<file path="config.mk">
export PLATFORM = sky130hd
export DESIGN_NAME = clk_div_multi
export DESIGN_NICKNAME = d
export VERILOG_FILES = /design/src/rtl/clk_div_multi.sv
export SDC_FILE = /design/constraint.sdc
export NUM_CORES = 1
export LEC_CHECK = 0
export BUFFER_PORTS_ARGS = -buffer_cell sky130_fd_sc_hd__buf_2
export CELL_PAD_IN_SITES_DETAIL_PLACEMENT = 1
export CELL_PAD_IN_SITES_GLOBAL_PLACEMENT = 1
export CORE_MARGIN = 4
export CORE_UTILIZATION = 30
export DETAILED_ROUTE_END_ITERATION = 12
export PLACE_DENSITY_LB_ADDON = 0.1
export SLEW_MARGIN = 0
export SYNTH_ARGS = -nofsm -noshare
export SYNTH_HDL_FRONTEND = slang
export SYNTH_SLANG_ARGS = --single-unit
</file>
<file path="constraint.sdc">
create_clock -name clk -period 2.1 [get_ports clk]
set_input_delay 0.42 -clock clk [delete_from_list [all_inputs] [get_ports clk]]
set_output_delay 0.42 -clock clk [all_outputs]
set_load 0.03 [all_outputs]
</file>
<file path="src/rtl/clk_div_multi.sv">
// Multi-channel programmable clock-enable divider: per-channel tick pulse every N+1 cycles plus a 50% square wave.
// Optional macro CLKDIV_SYNC_EN adds a sync_in port that restarts and phase-aligns every channel.
module clk_div_multi #(
  parameter  int NUM_CH  = 4,
  parameter  int CNT_W   = 16,
  parameter  int DEF_DIV = 1,
  localparam int CH_W    = (NUM_CH > 1) ? $clog2(NUM_CH) : 1
) (
  input  logic              clk,
  input  logic              rst_n,
  input  logic [NUM_CH-1:0] en,
  input  logic              cfg_valid,
  input  logic [CH_W-1:0]   cfg_ch,
  input  logic [CNT_W-1:0]  cfg_div,
`ifdef CLKDIV_SYNC_EN
  input  logic              sync_in,
`endif
  output logic              cfg_ready,
  output logic [NUM_CH-1:0] tick,
  output logic [NUM_CH-1:0] sq
);

  logic [CNT_W-1:0]  cnt      [NUM_CH];
  logic [CNT_W-1:0]  div_act  [NUM_CH];
  logic [CNT_W-1:0]  div_pend [NUM_CH];
  logic [CNT_W-1:0]  reload   [NUM_CH];
  logic [NUM_CH-1:0] pend;
  logic [NUM_CH-1:0] wr_hit;
  logic [NUM_CH-1:0] term;
  logic              sync_i;

`ifdef CLKDIV_SYNC_EN
  assign sync_i = sync_in;
`else
  assign sync_i = 1'b0;
`endif

  // Out-of-range channel numbers match no channel, so they stay ready and the write falls on the floor.
  always_comb begin
    cfg_ready = 1'b1;
    for (int i = 0; i < NUM_CH; i++) begin
      if (cfg_ch == CH_W'(i)) cfg_ready = !pend[i];
    end
  end

  always_comb begin
    wr_hit = '0;
    term   = '0;
    for (int i = 0; i < NUM_CH; i++) begin
      reload[i] = pend[i] ? div_pend[i] : div_act[i];
      wr_hit[i] = cfg_valid && cfg_ready && (cfg_ch == CH_W'(i));
      term[i]   = en[i] && (cnt[i] == '0);
    end
  end

  // NOTE: these arrays are a handful of flops per channel, not a RAM, so resetting them is legitimate.
  always_ff @(posedge clk or negedge rst_n) begin
    if (!rst_n) begin
      for (int i = 0; i < NUM_CH; i++) begin
        cnt[i]      <= CNT_W'(DEF_DIV);
        div_act[i]  <= CNT_W'(DEF_DIV);
        div_pend[i] <= '0;
      end
      pend <= '0;
      tick <= '0;
      sq   <= '0;
    end else begin
      for (int i = 0; i < NUM_CH; i++) begin
        // Reload on sync, while idle, or at terminal count; otherwise count down.
        if (sync_i || !en[i] || term[i]) begin
          cnt[i]     <= reload[i];
          div_act[i] <= reload[i];
          pend[i]    <= 1'b0;
        end else begin
          cnt[i] <= cnt[i] - CNT_W'(1);
        end

        tick[i] <= term[i] && !sync_i;

        if (sync_i)       sq[i] <= 1'b0;
        else if (term[i]) sq[i] <= ~sq[i];

        // NOTE: a later non-blocking assignment to the same flop wins, so a write overrides the reload above.
        if (wr_hit[i]) begin
          if (en[i]) begin
            div_pend[i] <= cfg_div;
            pend[i]     <= 1'b1;
          end else begin
            div_act[i] <= cfg_div;
            cnt[i]     <= cfg_div;
          end
        end
      end
    end
  end

endmodule

</file>
* Word-level counts from Yosys, hierarchy flattened
Index checks and enable logic that the tools add are counted.
** Storage, ports and cells
- Input bits :: 25
- Output and inout bits :: 9
- Logic and storage cells :: 103
- Register bits after elaboration :: 204
** Operators by class
- Mux-type cells :: 44
- Bitwise logic cells :: 4
- Eq/ne operators :: 3
- Reduce and logical (&&, ||, !) cells :: 30
- Add/sub/neg operators :: 4
** Operators with widths (count)
- two-way mux 16 bit :: 28
- logical NOT 16 bit :: 4
- subtractor 16 x 1 -> 16 bit, second input constant :: 4
- two-way mux 1 bit :: 16
- logical AND 1 bit :: 9
- logical NOT 1 bit :: 8
- AND reduction 2 bit :: 4
- equality test 2 bit, second input constant :: 2
- logical OR 1 bit :: 4
- NOT 1 bit :: 4
- equality test 2 x 1 -> 1 bit, second input constant :: 1
- logical NOT 2 bit :: 1

* Depth between registers and ports, before layout
Gate-level depths: netlist (run 1).
- Depth in word-level cells :: 8
- Depth in mapped cells :: 9
- Gate-level depth less buffers :: 7

* Least setup slack after synthesis (run 1)
Ideal clock, no wire load.
- Kind :: register to register
- Start :: register cnt[1] (netlist bit)
- End :: register div_act[4] (netlist bit)
- Period minus slack after synthesis :: 2.241 ns
- Buffers on the path :: 0
- Arrival time :: 2.095 ns
- Path slack :: -0.141 ns
- Data required time :: 1.954 ns
- Stages on the path, launching flop included :: 8
- Cell sequence :: dfrtp_1 > inv_1 > ha_1 > nor3b_1 > nand4b_1 > o31a_1 > a2111oi_0 > nor3_1
** On the way
- Cells in the longest elaborated chain, start to end :: 6
** RTL lines
- from (decl) :: line 23 : logic [CNT_W-1:0] cnt [NUM_CH];
- from (signal, indexed assignment) :: line 60 : cnt[i] <= CNT_W'(DEF_DIV);
- from (signal, indexed assignment) :: line 71 : cnt[i] <= reload[i];
- from (signal, indexed assignment) :: line 75 : cnt[i] <= cnt[i] - CNT_W'(1);
- logical NOT 16 bit * :: line 52 : term[i] = en[i] && (cnt[i] == '0);
- logical AND 1 bit * :: line 52
- logical OR 1 bit * :: line 70 : if (sync_i || !en[i] || term[i]) begin
- two-way mux 16 bit * :: line 70
- two-way mux 16 bit :: line 85 : if (en[i]) begin
- two-way mux 16 bit * :: line 84 : if (wr_hit[i]) begin
- to (signal, indexed assignment) :: line 61 : div_act[i] <= CNT_W'(DEF_DIV);
- to (signal, indexed assignment) :: line 72 : div_act[i] <= reload[i];
- to (signal, indexed assignment) :: line 89 : div_act[i] <= cfg_div;
- to (decl) :: line 24 : logic [CNT_W-1:0] div_act [NUM_CH];
Mark *: on every way between the ends. The rest lies on a longest branch, timed or not.
A chain may end at the register's enable or synchronous reset.

* Worst setup path in the final report (run 1)
- Start :: register cnt[39] (netlist bit)
- End :: register cnt[32] (netlist bit)
** On the way
- Cells in the longest elaborated chain, start to end :: 6
** RTL lines (line)
- logical NOT 16 bit * :: 52
- logical AND 1 bit * :: 52
- logical OR 1 bit * :: 70
- two-way mux 16 bit * :: 70
- two-way mux 16 bit :: 85
- two-way mux 16 bit * :: 84
Marked as above.

==> flow_summary_export.csv, run 1 <==
group,metric,value,unit
status,status,"complete, but fails checks",
status,violations,"setup timing",
synthesis,syn_area_per_cell,10.4,µm²
finish,multi_input_area,5060,µm²
floorplan,start_util,30.7,%
floorplan,die_w,191,µm
place,post_dp_cell_area,11700,µm²
job,max-cap-violations,0,
drt,via_per_inst,5.00,
clock_tree,htree_levels,1,
drt,vias,7932,
finish,final_cell_count_no_fill,1585,
finish,seqCellArea,5120,µm²
sta,tightestPinTransition,0.549,ns
worst_setup_path,crit_required,2.56,ns
sta,slew_headroom,63.0,%
worst_setup_path,path_cells,"or4_4 > or3_4 > o21a_4 > a2111oi_4 > a211oi_1",
synthesis,syn-num-nets,1003,
floorplan,rows,66,
sta,timing.final.crit_share,103,%
floorplan,die_y,191,µm
synthesis,synth-xor-area-share,4.34,%
grt,grt_pass1_vias,8671,
power_and_ir_drop,cellPowerDensity,1010,nW/µm²
synthesis,yosys_register_bits,204,
clock_tree,clockBufferDepth,3,
synthesis,synth-simple-area-share,14.1,%
power_and_ir_drop,peakVddDrop,0.000601,V
drt,drt_first_pass_iters,4,
place,place_inst,1521,
worst_setup_path,path_class,"reg2reg",
worst_setup_path,start_kind,"flop",
sta,fmax,463,MHz
worst_hold_path,hold_path.class,"in2reg",
finish,nets,1152,
grt,antenna_found_initial,0,
clock_tree,cts_root_buffer,"clkbuf_16",
grt,overflow,0,
synthesis,yosys_warnings,0,
synthesis,async_flop_share,100,%
synthesis,ys_seq_area_share,50.7,%
drt,drt-total-wl,31.1,mm
synthesis,synth_edf_count,0,
worst_setup_path,worst_setup_path_end_kind,"flop",
grt,grt_usage,17.3,%
drt,wl_per_cell,19.7,µm
worst_setup_path,crit_fanout,6,
synthesis,netlist_area,10100,µm²
floorplan,ioPinCount,34,
place,hpwl,21.5,mm
sta,drv_slew,0,
finish,final_area,13200,µm²
sta,worst_slack,-0.0594,ns
clock_tree,clk_pin_slew,0.06,ns
sta,hold_viol,0,
finish,drive_gt1_share,32.5,%
sta,skew,0.0100,ns
sta,rsz0062_at_grt,"yes",
drt,drt-initial-drc-count,270,
worst_setup_path,cp_slowest_cell,"or4_4",
drt,drt_drc_violations_left,0,
clock_tree,cts_tree,"done",
floorplan,coreArea,32900,µm²
sta,period_minus_slack,2.16,ns
synthesis,yosys.area_share.adder,0.496,%
grt,grt_pass1_wl,50.2,mm
place,gp_congestion,0.770,
sta,setup_viol,14,
worst_setup_path,cp_slowest_stage_delay,0.53,ns
finish,synthToLayoutAreaGrowth,30.6,%
worst_setup_path,crit_arrival,2.62,ns
synthesis,synth_compound_area_share,14.0,%
drt,ant_nets,0,
synthesis,ys_dominant_reg_cell,"dfrtp_1",
power_and_ir_drop,power.leakage,5.52,nW
synthesis,muxShareOfSynthArea,13.0,%
clock_tree,clk_latency,0.54,ns
finish,fillers,3656,
synthesis,ys_types,65,
clock_tree,clock_sinks,204,
floorplan,dieArea,36600,µm²
synthesis,synth_top_family_by_area,"simple AND/OR/NAND/NOR gates",
finish,n_antenna_cell,0,
place,port-buffer-count,33,
clock_tree,cts-buffers-inserted,27,
synthesis,syn_inst,974,
grt,grt_start_max_net_pins,63,
final timing paths:
check	start	to	slack [ns]	cells past startpoint
worst max-delay path	cnt[39]	cnt[32]	-0.06	5
worst min-delay path	en[3]	pend[3]	0.23	2
worst max register to register	cnt[39]	cnt[32]	-0.06	5
worst min register to register	sq[0]	sq[0]	0.46	1
max in group asynchronous	rst_n	div_act[0]	0.98	3
min in group asynchronous	rst_n	sq[1]	0.43	2
flip-flops by register name, indices dropped and copies added (netlist names):
signal / cells
cnt: 64
div_act: 64
div_pend: 64
pend: 4
sq: 4
tick: 4
power by group:
group / internal, mW / total [mW] / switching (mW)
combinational: 1.63 / 3.29 / 1.66
clock: 2.63 / 4.43 / 1.79
sequential: 4.88 / 5.56 / 0.682
total: 9.14 / 13.3 / 4.13
cells in the final DEF, fill, tap and decap left out, types with 17 or more instances in the layout:
| master | n |
|---|---|
| mux2_2 | 65 |
| buf_2 | 31 |
| a21oi_1 | 40 |
| mux2i_1 | 56 |
| clkbuf_16 | 30 |
| nor3_1 | 17 |
| buf_4 | 115 |
| xnor2_1 | 22 |
| nor2_1 | 75 |
| nand2_1 | 91 |
| dfrtp_1 | 195 |
| xor2_1 | 28 |
| o21ai_0 | 60 |
| inv_1 | 19 |
final cells by class:
type	count	share of cell area [%]
clock inverter	7	0.304
timing repair buffer	177	11.4
clock buffer	42	6.16
tap	442	4.20
multi-input combinational	690	38.4
inverter	23	0.655
sequential	204	38.8
synth_stat cells (21+ instances only):
master / instances / area, µm²
o21ai_0: 65 / 325
clkbuf_1: 38 / 143
nand2_1: 91 / 342
nor2_1: 83 / 312
mux2i_1: 56 / 561
a21oi_1: 48 / 240
dfrtp_1: 196 / 4900
xnor2_1: 22 / 193
o22ai_1: 21 / 131
mux2_2: 65 / 732
xor2_1: 28 / 245
nor3_1: 25 / 125
inv_1: 22 / 82.6
timing repair:
item	in CTS	in global routing
hold endpoints to repair	49	0
setup endpoints to repair	40	90
gates cloned	1	3
setup buffers	6	6
gates resized for setup	45	58
pin swaps	11	16
hold buffers	1	0
metal layers:
metal	global-route usage [%]	vias up	wire length, µm
met5	0	-	0
met2	28.5	65	14800
met4	3.51	0	639
met3	2.50	40	764
li1	-	3794	-
met1	24.3	4033	15000
cells by family after synthesis:
| family | count (synthesis) |
|---|---|
| compound gates | 221 |
| xor+xnor | 50 |
| fa+ha+maj | 4 |
| buf+inv | 81 |
| flops | 204 |
| mux | 122 |
| simple gates | 292 |
metrics by stage:
| stage | setup slack (ns) | utilization, % | hold slack, ns | power (mW) | TNS [ns] |
|---|---|---|---|---|---|
| after detailed placement | -0.111 | 35.6 | 0.419 | 8.66 | -1.72 |
| after CTS | -0.0622 | 39.0 | 0.202 | 13.3 | -0.395 |
| final | -0.0594 | 40.1 | 0.230 | 13.3 | -0.371 |
| after global routing | -0.126 | 40.1 | 0.231 | 14.1 | -3.81 |
| after floorplan | -0.0533 | - | 0.124 | 7.37 | -0.309 |
| after global placement | -0.0661 | 35.6 | 0.428 | 8.58 | -0.981 |
worst max-delay path: cells and delay by family, from the launching register on:
family / cells / cell delay, ns
simple gates: 2 / 0.92
compound gates: 3 / 0.78
flops: 1 / 0.37
No activity file was read; power rests on OpenSTA's default activity.
==> inputs of run 2 (changes only) <==
ABC_AREA = 1   (was not set)
==> run 2 against run 1 <==
The run now ends clean. Power is 21% higher. Cell count is 33% higher. Clock power is 7.2% higher. Largest cell class is now multi-input combinational cells. Sequential cell count stayed put. Sequential power is 7.9% higher. Setup slack better by 0.16 ns. Combinational power is 63% higher. Die area is 9.4% higher.
==> flow_summary_export.csv, run 2 <==
group,metric,value,unit
status,status,"finished clean",
synthesis,yosys_register_bits,204,
finish,nets,1642,
drt,drt_first_pass_iters,4,
synthesis,async_flop_share,100,%
sta,slew_headroom,60.4,%
power_and_ir_drop,cellPowerDensity,1250,nW/µm²
drt,vias,10060,
place,hpwl,25.5,mm
worst_setup_path,cp_slowest_stage_delay,0.38,ns
worst_setup_path,crit_arrival,1.58,ns
sta,tightestPinTransition,0.591,ns
finish,drive_gt1_share,9.73,%
clock_tree,clock_sinks,204,
worst_setup_path,r2r_slack,0.19,ns
grt,antenna_found_initial,1,
clock_tree,cts_root_buffer,"clkbuf_16",
finish,fin_util,35.4,%
synthesis,post-synth-top-count-cell,"nand2_1",
clock_tree,clk_pin_slew,0.06,ns
finish,final_common_cell,"nand2_1",
worst_setup_path,crit_required,1.68,ns
drt,via_per_inst,4.79,
power_and_ir_drop,comb_power_share,33.3,%
synthesis,syn_inst,1568,
synthesis,yosys_warnings,0,
worst_setup_path,worst_setup_path_end_kind,"output pin",
floorplan,ioPinCount,34,
synthesis,ys_seq_area_share,46.2,%
grt,grt_start_max_net_pins,83,
grt,overflow,0,
power_and_ir_drop,peakVddDrop,0.000584,V
power_and_ir_drop,total_power,16.1,mW
sta,setup_viol,0,
worst_setup_path,critPathBufInv,1,
grt,grt_pass1_wl,58.7,mm
sta,fmax,500,MHz
floorplan,die_w,200,µm
worst_setup_path,crit_fanout,4,
synthesis,synth_common_cells,"nand2_1 (685), o21ai_0 (239), dfrtp_1 (196)",
floorplan,rows,70,
place,gp_congestion,0.796,
power_and_ir_drop,intPower,9.96,mW
drt,wl_per_cell,17.2,µm
grt,grt_usage,17.9,%
clock_tree,clockBufferDepth,3,
floorplan,start_util,30.3,%
place,port-buffer-count,33,
power_and_ir_drop,power.leakage,6.64,nW
power_and_ir_drop,p_switching,6.16,mW
sta,finalSetupTns,0,ns
worst_setup_path,start_kind,"flop",
sta,whs,0.183,ns
job,max-cap-violations,0,
clock_tree,clk_latency,0.55,ns
sta,rsz0062_at_grt,"no",
worst_setup_path,cp_slowest_cell,"dfrtp_1",
synthesis,netlist_area,11100,µm²
finish,layout_common_cells,"nand2_1 (683), o21ai_0 (238), dfrtp_1 (196)",
synthesis,syn-num-nets,1597,
drt,ant_nets,0,
worst_setup_path,path_delay_family,"flip-flops",
worst_hold_path,hold_path.class,"in2reg",
floorplan,dieArea,40100,µm²
finish,n_antenna_cell,0,
synthesis,synth_edf_count,0,
synthesis,synth_top_area_share,44.3,%
drt,drt_drc_violations_left,0,
floorplan,die_y,200,µm
sta,timing.final.crit_share,95.3,%
drt,drt-initial-drc-count,455,
power_and_ir_drop,p_clk_share,29.5,%
sta,skew,0.0136,ns
synthesis,yosys.area.top_type,"dfrtp_1",
power_and_ir_drop,switching_share,38.2,%
sta,drv_slew,0,
floorplan,coreArea,36500,µm²
synthesis,yosys-top-cells-area,"dfrtp_1 (44%), nand2_1 (23%), o21ai_0 (11%)",
clock_tree,htree_levels,1,
worst_setup_path,path_cells,"o21ai_1 > nand3_2 > nand2_4 > buf_4",
clock_tree,cts_tree,"done",
finish,synthToLayoutAreaGrowth,16.7,%
sta,period_minus_slack,2.00,ns
synthesis,syn_area_per_cell,7.07,µm²
grt,grt_pass1_vias,10408,
synthesis,ys_dominant_reg_cell,"dfrtp_1",
worst_setup_path,path_class,"reg2out",
clock_tree,cts-buffers-inserted,28,
sta,hold_viol,0,
finish,reg.largest.list,"cnt (64), div_act (64), div_pend (64)",
power_and_ir_drop,seq_power_share,37.2,%
synthesis,ys_types,32,
drt,drt-total-wl,36.1,mm
run 2: through the flow:
step / setup WS, ns / instance area (µm²) / std cells
6_report: 0.0988 / 12900 / 2102
5_1_grt: 0.000699 / 12900 / 2102
4_1_cts: 0.00236 / 12900 / 2101
3_5_place_dp: 0.103 / 12000 / 2049
3_3_place_gp: 0.107 / 12000 / 2049
2_1_floorplan: 0.331 / 11100 / 1568
run 2: path summary, 6_finish.rpt:
path                             from      endpoint  cells past startpoint
max                           pend[1]     cfg_ready                      4
min                        cfg_div[0]  div_pend[32]                      3
max reg2reg                   cnt[32]   div_act[33]                     11
min reg2reg                     sq[2]         sq[2]                      1
max in group asynchronous       rst_n    div_act[0]                      3
min in group asynchronous       rst_n       cnt[28]                      2
run 2: power groups by stage:
stage                     combinational (mW)  sequential [mW]  clock (mW)
after detailed placement                5.44             6.08           0
after global placement                  5.33             6.06           0
final                                   5.37             6.00        4.75
after global routing                    6.39             6.18        5.06
after floorplan                         3.91             5.84           0
after CTS                               5.48             6.03        4.91
run 2: cell type report:
class / count / area, µm²
clock buffer: 46 / 900
clock inverter: 5 / 31.3
fill: 4567 / 23600
inverter: 139 / 528
multi-input combinational: 1164 / 5130
sequential: 204 / 5110
tap: 468 / 586
timing repair buffer: 76 / 641
run 2: tightest hold or removal path: stages:
cell and delay (ns):
buf_2 0.15, nand2_1 0.08, nand2_1 0.05
run 2: cell families after synthesis:
logic type               Yosys count  share of synthesized area (%)
adder cells (fa/ha/maj)            4                          0.452
AO/OA/AOI/OAI                    262                           12.0
flip-flops                       204                           46.2
AND/OR/NAND/NOR                  871                           31.7
buffers and inverters            200                           7.53
XOR/XNOR                          27                           2.13
run 2: what timing repair did:
item	4_1_cts	5_1_grt
pin swaps	0	2
gates resized for setup	1	5
buffers inserted	0	1
hold buffers	1	0
endpoints found under the setup margin	1	22
hold endpoints to repair	107	0
run 2: metal layers:
layer / vias to the layer above / global-route usage (%) / share of wire [%]
met5: - / 0 / 0.033
met4: 2 / 3.05 / 1.6
met3: 37 / 2.49 / 3.2
met2: 91 / 30.2 / 47
met1: 4917 / 25.1 / 48
li1: 5013 / - / -
==> inputs of run 3 (changes only) <==
ABC_AREA = not set   (was 1)
SKIP_CTS_REPAIR_TIMING = 1   (was not set)
==> run 3 against run 2 <==
The run now ends with setup timing left. Die area decreased by 8.6%. Power decreased by 18%. Setup slack got worse by 0.20 ns. Non-clock buffer count increased by 94. Via count decreased by 21%. Maximum frequency decreased by 9.2%. Utilization increased by 4.4 points. Critical path type is now reg2reg. Largest cell class is now sequential cells.
==> flow_summary_export.csv, run 3 (synthesized netlist as in run 1, its figures left out) <==
group,metric,value,unit
finish,final_area,13100,µm²
clock_tree,cts_root_buffer,"clkbuf_16",
drt,drt_first_pass_iters,4,
power_and_ir_drop,peakVddDrop,0.000601,V
worst_setup_path,r2r_slack,-0.10,ns
sta,drv_slew,0,
worst_setup_path,crit_arrival,2.66,ns
clock_tree,cts_tree,"done",
clock_tree,cts-buffers-inserted,27,
sta,rsz0062_at_grt,"yes",
floorplan,die_w,191,µm
place,gp_congestion,0.770,
power_and_ir_drop,total_power,13.2,mW
sta,setup_viol,33,
finish,fin_util,39.8,%
worst_setup_path,ff2ff_path_depth,5,
status,status,"complete, but fails checks",
worst_hold_path,min_from,"en[3]",
clock_tree,clock_sinks,204,
drt,ant_nets,0,
floorplan,coreArea,32900,µm²
clock_tree,clk_latency,0.54,ns
drt,drt_drc_violations_left,0,
drt,drt-total-wl,30.9,mm
finish,synthToLayoutAreaGrowth,29.7,%
finish,reg.largest.list,"cnt (64), div_act (64), div_pend (64)",
floorplan,ioPinCount,34,
grt,grt_usage,17.0,%
grt,grt_pass1_vias,8572,
drt,via_per_inst,5.01,
finish,final_common_cell,"dfrtp_1",
grt,antenna_found_initial,0,
finish,layout_common_cells,"dfrtp_1 (195), buf_4 (112), nand2_1 (90)",
finish,nets,1145,
sta,period_minus_slack,2.20,ns
clock_tree,clockBufferDepth,3,
sta,finalSetupTns,-1.56,ns
grt,overflow,0,
floorplan,start_util,30.7,%
worst_hold_path,hold_path.class,"in2reg",
finish,final_cell_count_no_fill,1578,
sta,slew_headroom,62.8,%
finish,drive_gt1_share,31.7,%
status,violations,"setup timing",
worst_setup_path,crit_fanout,6,
sta,tightestPinTransition,0.552,ns
place,port-buffer-count,33,
sta,hold_viol,0,
sta,skew,0.00826,ns
drt,vias,7901,
grt,grt_start_max_net_pins,63,
floorplan,dieArea,36600,µm²
floorplan,die_y,191,µm
worst_setup_path,crit_required,2.56,ns
drt,wl_per_cell,19.6,µm
floorplan,rows,66,
worst_setup_path,worst_setup_path_end_kind,"flop",
worst_hold_path,hold_end,"pend[3]",
clock_tree,clk_pin_slew,0.06,ns
sta,fmax,454,MHz
worst_setup_path,path_class,"reg2reg",
sta,timing.final.crit_share,105,%
place,post_dp_cell_area,11700,µm²
power_and_ir_drop,power.leakage,5.46,nW
power_and_ir_drop,cellPowerDensity,1010,nW/µm²
worst_setup_path,r2r-end,"div_act[32]",
sta,worst_slack,-0.105,ns
worst_setup_path,worstReg2RegStart,"cnt[40]",
finish,n_antenna_cell,0,
worst_hold_path,min_path_cells,2,
place,place_inst,1521,
worst_setup_path,crit_start,"cnt[40]",
place,hpwl,21.5,mm
worst_setup_path,start_kind,"flop",
drt,drt-initial-drc-count,304,
grt,grt_pass1_wl,49.3,mm
job,max-cap-violations,0,
clock_tree,htree_levels,1,
[run 3: changes by cell type in the layout (fill, tap and decap cells not counted), moves of 20 or more]
cell	previous run	this run
inv_1	133	19
mux2_2	0	65
a21oi_1	2	45
mux2i_1	0	56
nand2_1	683	90
nor2_1	105	77
o21ai_0	238	62
buf_4	32	112
nor3_1	0	20
[run 3: routing by layer]
metal,track usage (%),up-vias,share of wire (%)
li1,-,3777,-
met1,23.9,4014,48
met2,27.9,74,47
met3,2.52,36,2.7
met4,3.43,0,1.8
met5,0,-,0
[run 3: worst max-delay path: stages (launching register included)]
cell	delay (ns)
dfrtp_1	0.37
or4_4	0.53
or3_4	0.42
o21a_4	0.28
a2111oi_4	0.41
nor3_2	0.09
[run 3: layout make-up]
class	count	area, µm²
multi-input combinational	690	5070
timing repair buffer	170	1400
clock buffer	42	812
fill	3651	19800
inverter	23	86.3
clock inverter	7	40.0
sequential	204	5120
tap	442	553
[run 3: through the flow]
stage	hold WS [ns]	setup WS, ns
6_report	0.229	-0.105
3_5_place_dp	0.419	-0.111
5_1_grt	0.229	-0.162
2_1_floorplan	0.124	-0.0533
4_1_cts	-0.170	-0.267
3_3_place_gp	0.428	-0.0661
[run 3: worst max-delay path by stage]
stage,cells past startpoint,endpoint,slack (ns)
finish,5,div_act[32],-0.10
global route,5,div_act[32],-0.16
CTS,4,cfg_ready,-0.27
detailed placement,5,cnt[38],-0.11
global placement,9,div_act[19],-0.07
floorplan,6,div_act[33],-0.05
[run 3: power by group]
group          internal (mW)  switching (mW)
Combinational           1.61            1.65
Sequential              4.88           0.684
Clock                   2.63            1.79
Total                   9.12            4.12
